`src/rtl/mmio_fifo_bank.sv`:
```
// Address-mapped bank of CH FIFOs with status, sticky error and transaction counter registers.
// Optional MMIO_FIFO_IRQ_EN adds a registered irq output raised while any error bit is set.
module mmio_fifo_bank #(
    parameter int DATA_W = 8,
    parameter int CH     = 2,
    parameter int DEPTH  = 4,
    parameter int ADDR_W = 3
) (
    input  logic              CLK,
    input  logic              RST,
    input  logic              write_en,
    input  logic [ADDR_W-1:0] write_address,
    input  logic [DATA_W-1:0] write_data,
    input  logic              read_en,
    input  logic [ADDR_W-1:0] read_address,
    output logic [DATA_W-1:0] read_data,
    output logic              read_valid,
`ifdef MMIO_FIFO_IRQ_EN
    output logic              irq,
`endif
    output logic [DATA_W-1:0] counter_out
);

    localparam int PW = $clog2(DEPTH);
    localparam logic [ADDR_W-1:0] A_EMPTY = ADDR_W'(CH);
    localparam logic [ADDR_W-1:0] A_FULL  = ADDR_W'(CH + 1);
    localparam logic [ADDR_W-1:0] A_CNT   = ADDR_W'(CH + 2);
    localparam logic [ADDR_W-1:0] A_ERR   = ADDR_W'(CH + 3);

    logic [DATA_W-1:0] mem [CH][DEPTH];
    logic [PW-1:0]     wr_ptr [CH];
    logic [PW-1:0]     rd_ptr [CH];
    logic [PW:0]       count  [CH];

    logic [CH-1:0]     full, empty, push_req, pop_req, push_ok, pop_ok;
    logic [2*CH-1:0]   err, err_new, err_next;
    logic [DATA_W-1:0] rd_mux, counter_next;
    logic [1:0]        inc;
    logic              cnt_clr, err_clr;

    // All flags come from registered occupancy, so same-cycle push/pop see pre-cycle state.
    always_comb begin
        full     = '0;
        empty    = '0;
        push_req = '0;
        pop_req  = '0;
        for (int i = 0; i < CH; i++) begin
            full[i]     = (count[i] == (PW+1)'(DEPTH));
            empty[i]    = (count[i] == '0);
            push_req[i] = write_en && (write_address == ADDR_W'(i));
            pop_req[i]  = read_en && (read_address == ADDR_W'(i));
        end
        push_ok  = push_req & ~full;
        pop_ok   = pop_req & ~empty;
        err_new  = {pop_req & empty, push_req & full};
        cnt_clr  = write_en && (write_address == A_CNT);
        err_clr  = read_en && (read_address == A_ERR);
        err_next = (err_clr ? '0 : err) | err_new;
        inc      = {1'b0, |push_ok} + {1'b0, |pop_ok};
        counter_next = cnt_clr ? '0 : counter_out + DATA_W'(inc);
    end

    always_comb begin
        rd_mux = '0;
        for (int i = 0; i < CH; i++) begin
            if (read_address == ADDR_W'(i))
                rd_mux = pop_ok[i] ? mem[i][rd_ptr[i]] : '0;
        end
        if (read_address == A_EMPTY) rd_mux = DATA_W'(empty);
        if (read_address == A_FULL)  rd_mux = DATA_W'(full);
        if (read_address == A_CNT)   rd_mux = counter_out;
        if (read_address == A_ERR)   rd_mux = DATA_W'(err);
    end

    always_ff @(posedge CLK or posedge RST) begin
        if (RST) begin
            for (int i = 0; i < CH; i++) begin
                wr_ptr[i] <= '0;
                rd_ptr[i] <= '0;
                count[i]  <= '0;
            end
            read_data   <= '0;
            read_valid  <= 1'b0;
            counter_out <= '0;
            err         <= '0;
        end else begin
            for (int i = 0; i < CH; i++) begin
                if (push_ok[i]) wr_ptr[i] <= wr_ptr[i] + PW'(1);
                if (pop_ok[i])  rd_ptr[i] <= rd_ptr[i] + PW'(1);
                case ({push_ok[i], pop_ok[i]})
                    2'b10:   count[i] <= count[i] + (PW+1)'(1);
                    2'b01:   count[i] <= count[i] - (PW+1)'(1);
                    default: count[i] <= count[i];
                endcase
            end
            read_valid <= read_en;
            if (read_en) read_data <= rd_mux;
            counter_out <= counter_next;
            err         <= err_next;
        end
    end

    // Storage needs no reset; occupancy and pointers define what is valid.
    always_ff @(posedge CLK) begin
        for (int i = 0; i < CH; i++) begin
            if (push_ok[i]) mem[i][wr_ptr[i]] <= write_data;
        end
    end

`ifdef MMIO_FIFO_IRQ_EN
    always_ff @(posedge CLK or posedge RST) begin
        if (RST) irq <= 1'b0;
        else     irq <= |err;
    end
`endif

endmodule

```
`config.mk`:
```
export PLATFORM = sky130hd
export DESIGN_NAME = mmio_fifo_bank
export DESIGN_NICKNAME = d
export VERILOG_FILES = /design/src/rtl/mmio_fifo_bank.sv
export SDC_FILE = /design/constraint.sdc
export NUM_CORES = 1
export LEC_CHECK = 0
export ABC_CLOCK_PERIOD_IN_PS = 2800
export BUFFER_PORTS_ARGS = -buffer_cell sky130_fd_sc_hd__buf_2
export CAP_MARGIN = 5
export CORE_MARGIN = 2
export CORE_UTILIZATION = 45
export DETAILED_ROUTE_END_ITERATION = 10
export GPL_TIMING_DRIVEN = 0
export PLACE_DENSITY = 0.66
export SYNTH_ARGS = -nofsm -noshare
export SYNTH_HDL_FRONTEND = slang
export SYNTH_SLANG_ARGS = --single-unit
export TNS_END_PERCENT = 30
```
`constraint.sdc`:
```
create_clock -name CLK -period 2.8 [get_ports CLK]
set_input_delay 0.28 -clock CLK [delete_from_list [all_inputs] [get_ports CLK]]
set_output_delay 0.28 -clock CLK [all_outputs]
set_load 0.01 [all_outputs]
```
; Word-level counts from Yosys, hierarchy flattened
; Memory sizes are Yosys's and may differ from the RTL's.
; Cells that the tools add are included.
; Widths: inputs -> output; s select.
[op_classes]
n_reduce_logical = 17
order_cmp = 6
eq_ne = 13
n_addsub = 10
n_mux = 29
bitwise = 11
[ops]
columns = cell, n
row1 = $mux 32, 4
row2 = $mux 8, 15
row3 = $bmux 8 s2, 2
row4 = $demux 8 s2, 2
row5 = $reduce_or 32->1, 1
row6 = $eq 3x3->1 const B, 5
row7 = $ge 3x3->1 const B, 4
row8 = $logic_not 3->1, 4
row9 = $not 2->3, 4
row10 = $pmux 3 s2, 2
row11 = $add 2x1->2 const B, 4
row12 = $add 8x2->8, 1
row13 = $and 2x2->2, 4
row14 = $logic_and 1x1->1, 8
row15 = $add 3x1->3 const B, 2
row16 = $eq 3x1->1 const B, 2
row17 = $eq 3x2->1 const B, 2
row18 = $lt 3x1->1 const B, 2
row19 = $sub 3x1->3 const B, 2
row20 = $eq 2x1->1 const B, 2
row21 = $eq 2x2->1 const B, 2
row22 = $mux 4, 1
row23 = $not 2->2, 2
row24 = $or 4x4->4, 1
row25 = other kinds (4), 8
[totals]
mem_count = 1
ram_bits = 64
reg_bits = 35
[mem_list]
columns = memory, depth, word_bits, rd, rd_clocked_by_memory_dff, wr, line_no
row1 = mem, 2, 32, 2, 0, 1, 30  ; logic [DATA_W-1:0] mem [CH][DEPTH];

; Depth between registers and ports, before layout
[depth]
ltp_word = 11
ltp_mapped = 11
depth_no_buf = 9

; Least setup slack after synthesis
; OpenSTA, ideal clock, no wires.
[synth_timing]
kind = register to register
from = register count[0] (netlist name)
to = register count[2] (netlist name)
synth_period_minus_slack_ps = 2243
t_arrival_ps = 2164
path_stages_with_launch = 10
setup_slack_ps = 557
n_path_buf = 0
path_cell_list = dfrtp_1 -> or3b_2 -> and2_0 -> inv_1 -> ha_1 -> inv_1 -> fa_1 -> xor2_1 -> nor2_1 -> xor2_1
[synth_via]
elab_chain_len = 5
elab_cells_between_ends = 12
classes_between = add/sub (2) / eq/ne (3) / mux (1) / bitwise (4) / reduce/logical (2)
[synth_rtl]
columns = item, line_no
row1 = "start, declared", 33  ; logic [PW:0] count [CH];
row2 = "start signal, assigned by index", 91  ; 2'b10: count[i] <= count[i] + (PW+1)'(1);
row3 = "start signal, assigned by index", 92  ; 2'b01: count[i] <= count[i] - (PW+1)'(1);
row4 = "start signal, assigned by index", 93  ; default: count[i] <= count[i];
row5 = $eq 3x3->1 / $logic_not 3->1 (equally long branches), "48, 49"
row6 = $not 2->2 (on tied branches), "53, 54"
row7 = $and 2x2->2 (on tied branches), "53, 54"
row8 = $eq 2x1->1 / $eq 2x2->1 (equally long branches), 90  ; case ({push_ok[i], pop_ok[i]})
row9 = $pmux 3 s2 / $reduce_bool 2->1 (equally long branches), n/a
; Several ways; a longest one is shown, not always the timed one.
; A chain may end at the register's enable or synchronous reset.

; Worst setup path after layout
[layout_timing]
from = register count[0] (netlist name)
to = register counter_out[4]
[layout_via]
elab_chain_len = 7
elab_cells_between_ends = 11
classes_between = add/sub (2) / eq/ne (1) / mux (1) / bitwise (4) / reduce/logical (3)
[layout_rtl]
columns = item, line_no
row1 = $eq 3x3->1 / $logic_not 3->1 (equally long branches), "48, 49"
row2 = $not 2->2 (on tied branches), "53, 54"
row3 = $and 2x2->2 (on tied branches), "53, 54"
row4 = $reduce_or 2->1, 59  ; inc = {1'b0, |push_ok} + {1'b0, |pop_ok};
row5 = $add 1x1->2 *, 59
row6 = $add 8x2->8 *, 60  ; counter_next = cnt_clr ? '0 : counter_out + DATA_W'(inc);
row7 = $mux 8 *, 60
row8 = named net counter_next[4], 37  ; logic [DATA_W-1:0] rd_mux, counter_next;
row9 = "end signal, assigned", 98  ; counter_out <= counter_next;
row10 = "end, declared", 21  ; output logic [DATA_W-1:0] counter_out
; Mark *: on every way through the listed nets, which the timed path passes. The rest lies on a longest branch.

==> flow_summary.json <==
{
  "die_h_um": 101,
  "total_power_mw": 3.76,
  "first_pass_iters": 4,
  "critPathMaxStageDelay_ns": 0.56,
  "grtUsageTotal_pct": 16.1,
  "synth_top_family_by_area": "simple AND/OR/NAND/NOR gates",
  "hp-class": "input port to async pin",
  "final_nets": 355,
  "mappedNetlistNets": 309,
  "crit_path_end_kind": "flip-flop",
  "grt_start_max_net_pins": 20,
  "peakVddDrop_v": 0.000443,
  "arrival_ns": 2.76,
  "final-hold-violation-count": 0,
  "grt_pass1_vias": 2365,
  "utilization_pct": 52.2,
  "r2r_slack_ns": 0.30,
  "cts.repair.resized": 0,
  "synth_edf_count": 64,
  "cts-root-buf": "clkbuf_8",
  "ys.flop_type": "edfxtp_1",
  "cts_tree": "built",
  "clk_pin_slew_worst_paths_ns": 0.10,
  "timing.rr.end": "counter_out[4]$_DFF_PP0_",
  "fin_cells": 457,
  "worstPathCellList": "or3b_2, and2_0, nor2_1, fa_1, inv_1, ha_1, nand3_1, xor2_1, nor2_1",
  "avgRoutedWirePerCell_um": 16.7,
  "dr.first_iter.drc_count": 117,
  "post-route-period-util_pct": 89.5,
  "p_leak_nw": 1.87,
  "setup_tns_ns": 0,
  "area_growth_pct": 12.9,
  "grt_antenna_before_repair": 0,
  "clock-skew-final_ns": 0.0139,
  "synthAdderAreaFrac_pct": 4.62,
  "drc": 0,
  "syn_inst": 277,
  "yosysTopAreaCellShare_pct": 45.0,
  "viasPerCell": 5.24,
  "wl_um": 7630,
  "hpwl_um": 5500,
  "postRouteAntennaNets": 0,
  "max-clock-path-buffers": 2,
  "crit_required_ns": 3.06,
  "synth-compound-area-share_pct": 5.15,
  "drive_gt1_share_pct": 25.6,
  "regArea_mm2": 0.00280,
  "synth_xor_area_share_pct": 3.69,
  "synth_mux_area_share_pct": 8.90,
  "overflow": 0,
  "dieArea_mm2": 0.0103,
  "numCtsBuffers": 9,
  "crit_type": "flip-flop to flip-flop",
  "place.gp.congestion": 0.786,
  "seq_area_frac_synth_pct": 65.4,
  "worst_path_most_repeated_cell": "nor2_1",
  "slowest_stage": "or3b_2",
  "crit_fanout": 6,
  "cts-htree-levels": 3,
  "core_mm2": 0.00924,
  "synthSimpleGateAreaFrac_pct": 9.22,
  "grt_pass1_wl_um": 12300,
  "start_kind": "flip-flop",
  "pin_count": 35,
  "synth_seq_cells": 99,
  "avgSynthCellArea_um2": 15.4,
  "r2r_cells": 9,
  "setup_viol": 0,
  "n_fill_cell": 771,
  "cts.sinks": 99,
  "worst_pin_slew_ns": 0.752,
  "cap_violations": 0,
  "cts_setup_buffers": 0,
  "drv_slew": 0,
  "routed-via-count": 2393,
  "fp.dieW_um": 101,
  "hold_buffers": 0,
  "rr_startpoint": "count[0]$_DFFE_PP0P_",
  "relSlewSlack_pct": 49.8,
  "std_cell_rows": 35,
  "io_buffer_count": 34,
  "multi_input_area_mm2": 0.00135,
  "num_antenna_cells": 0,
  "yosysUniqueCellTypes": 43,
  "power_density_mw_per_mm2": 779,
  "netlist_area_mm2": 0.00428,
  "rsz0062_at_grt": "false",
  "synth_top_area_cell": "edfxtp_1",
  "synthArstFlopShare_pct": 35.4,
  "start_util_pct": 46.3,
  "dp.cells": 441,
  "clk_latency_ns": 0.37,
  "period_needed_ns": 2.50,
  "yosysWarnings": 0,
  "fmax_ghz": 0.399,
  "status": "finished clean",
  "synth.area.top_cells": "edfxtp_1 45%, dfrtp_1 20%, mux4_2 8.4%"
}
## cells in the mapped netlist (2+ instances only)
library cell	instances
nor2b_1	3
xor2_1	11
mux4_2	16
buf_2	2
a22oi_1	3
nand2b_1	3
mux2i_1	2
buf_6	3
nand4_1	4
nand3_1	5
inv_1	15
a22oi_2	2
edfxtp_1	64
nand2_1	13
and2_0	2
and3_1	8
nor2_1	18
or3b_2	2
clkbuf_1	4
and4bb_2	2
and4_2	2
dfrtp_1	35
nor3_1	2
o21ai_0	8
xnor2_1	7
a31oi_1	6
o22ai_1	4
a32o_1	2
ha_1	11
a21oi_1	3
fa_1	3
## per-stage QoR
stage | hold slack (ns) | worst slack, ns | instance area (um2)
3_5_place_dp | 0.438 | 0.196 | 4630
2_1_floorplan | 0.311 | 0.557 | 4280
3_3_place_gp | 0.435 | 0.237 | 4610
4_1_cts | 0.0532 | 0.280 | 4830
5_1_grt | 0.0649 | 0.0969 | 4830
6_report | 0.0362 | 0.295 | 4830
## cells by family (layout without fill, tap and decap cells)
family                   Yosys count  count (layout)
multiplexers                      18              18
XOR/XNOR                          18              18
adder cells (fa/ha/maj)           14              14
buffers and inverters             26              77
AO/OA/AOI/OAI                     32              32
AND/OR/NAND/NOR                   70              70
flip-flops                        99              99
## final cells by class
type	count	share of cell area [%]
inverter	15	1.17
sequential	99	58.0
multi-input combinational	152	28.0
buffer	11	1.48
clock inverter	7	1.43
timing repair buffer	35	4.10
tap	129	3.34
clock buffer	9	2.57
## routing by layer
metal / vias to the layer above / routed length [um] / GRT usage (%)
li1: 1134 / - / -
met1: 1185 / 3650 / 22.5
met2: 62 / 3500 / 24.9
met3: 12 / 359 / 4.21
met4: 0 / 124 / 5.30
met5: - / 0 / 0
## worst max-delay path: cells and delay by family, from the launching register on
kind	cells	cell delay, ns
flops	1	0.44
buf+inv	1	0.05
simple gates	5	1.29
fa+ha+maj	2	0.47
xor+xnor	1	0.14
## flip-flops by register name, indices dropped and copies added, names as in the netlist
signal and count:
err 4, counter_out 8, mem 64, rd_ptr 4, count 6, read_data 8
read_valid 1, wr_ptr 4
## worst max path at each step
stage                          from                  endpoint  slack [ns]  depth (start not counted)
2_1_floorplan  count[0]$_DFFE_PP0P_      count[2]$_DFFE_PP0P_        0.56                          9
3_3_place_gp       write_address[1]  counter_out[4]$_DFF_PP0_        0.24                         10
3_5_place_dp       write_address[1]  counter_out[5]$_DFF_PP0_        0.20                          9
4_1_cts        count[0]$_DFFE_PP0P_  counter_out[4]$_DFF_PP0_        0.28                          9
5_1_grt        count[0]$_DFFE_PP0P_  counter_out[6]$_DFF_PP0_         0.1                          9
6_report       count[0]$_DFFE_PP0P_  counter_out[4]$_DFF_PP0_        0.30                          9
## power by group
part	internal (mW)	switching, mW
logic	0.487	0.513
clock network	0.346	0.525
registers	1.75	0.142
## layout by cell type, fill, tap and decap left out, types with 5 or more instances in the layout
master / instances
edfxtp_1: 64
o21ai_0: 8
xnor2_1: 7
and3_1: 8
inv_1: 15
mux4_2: 16
nor2_1: 18
nand2_1: 13
dfrtp_1: 35
buf_2: 36
nand3_1: 5
a31oi_1: 6
ha_1: 11
clkbuf_8: 9
xor2_1: 11
(Power assumes the default switching activity.)
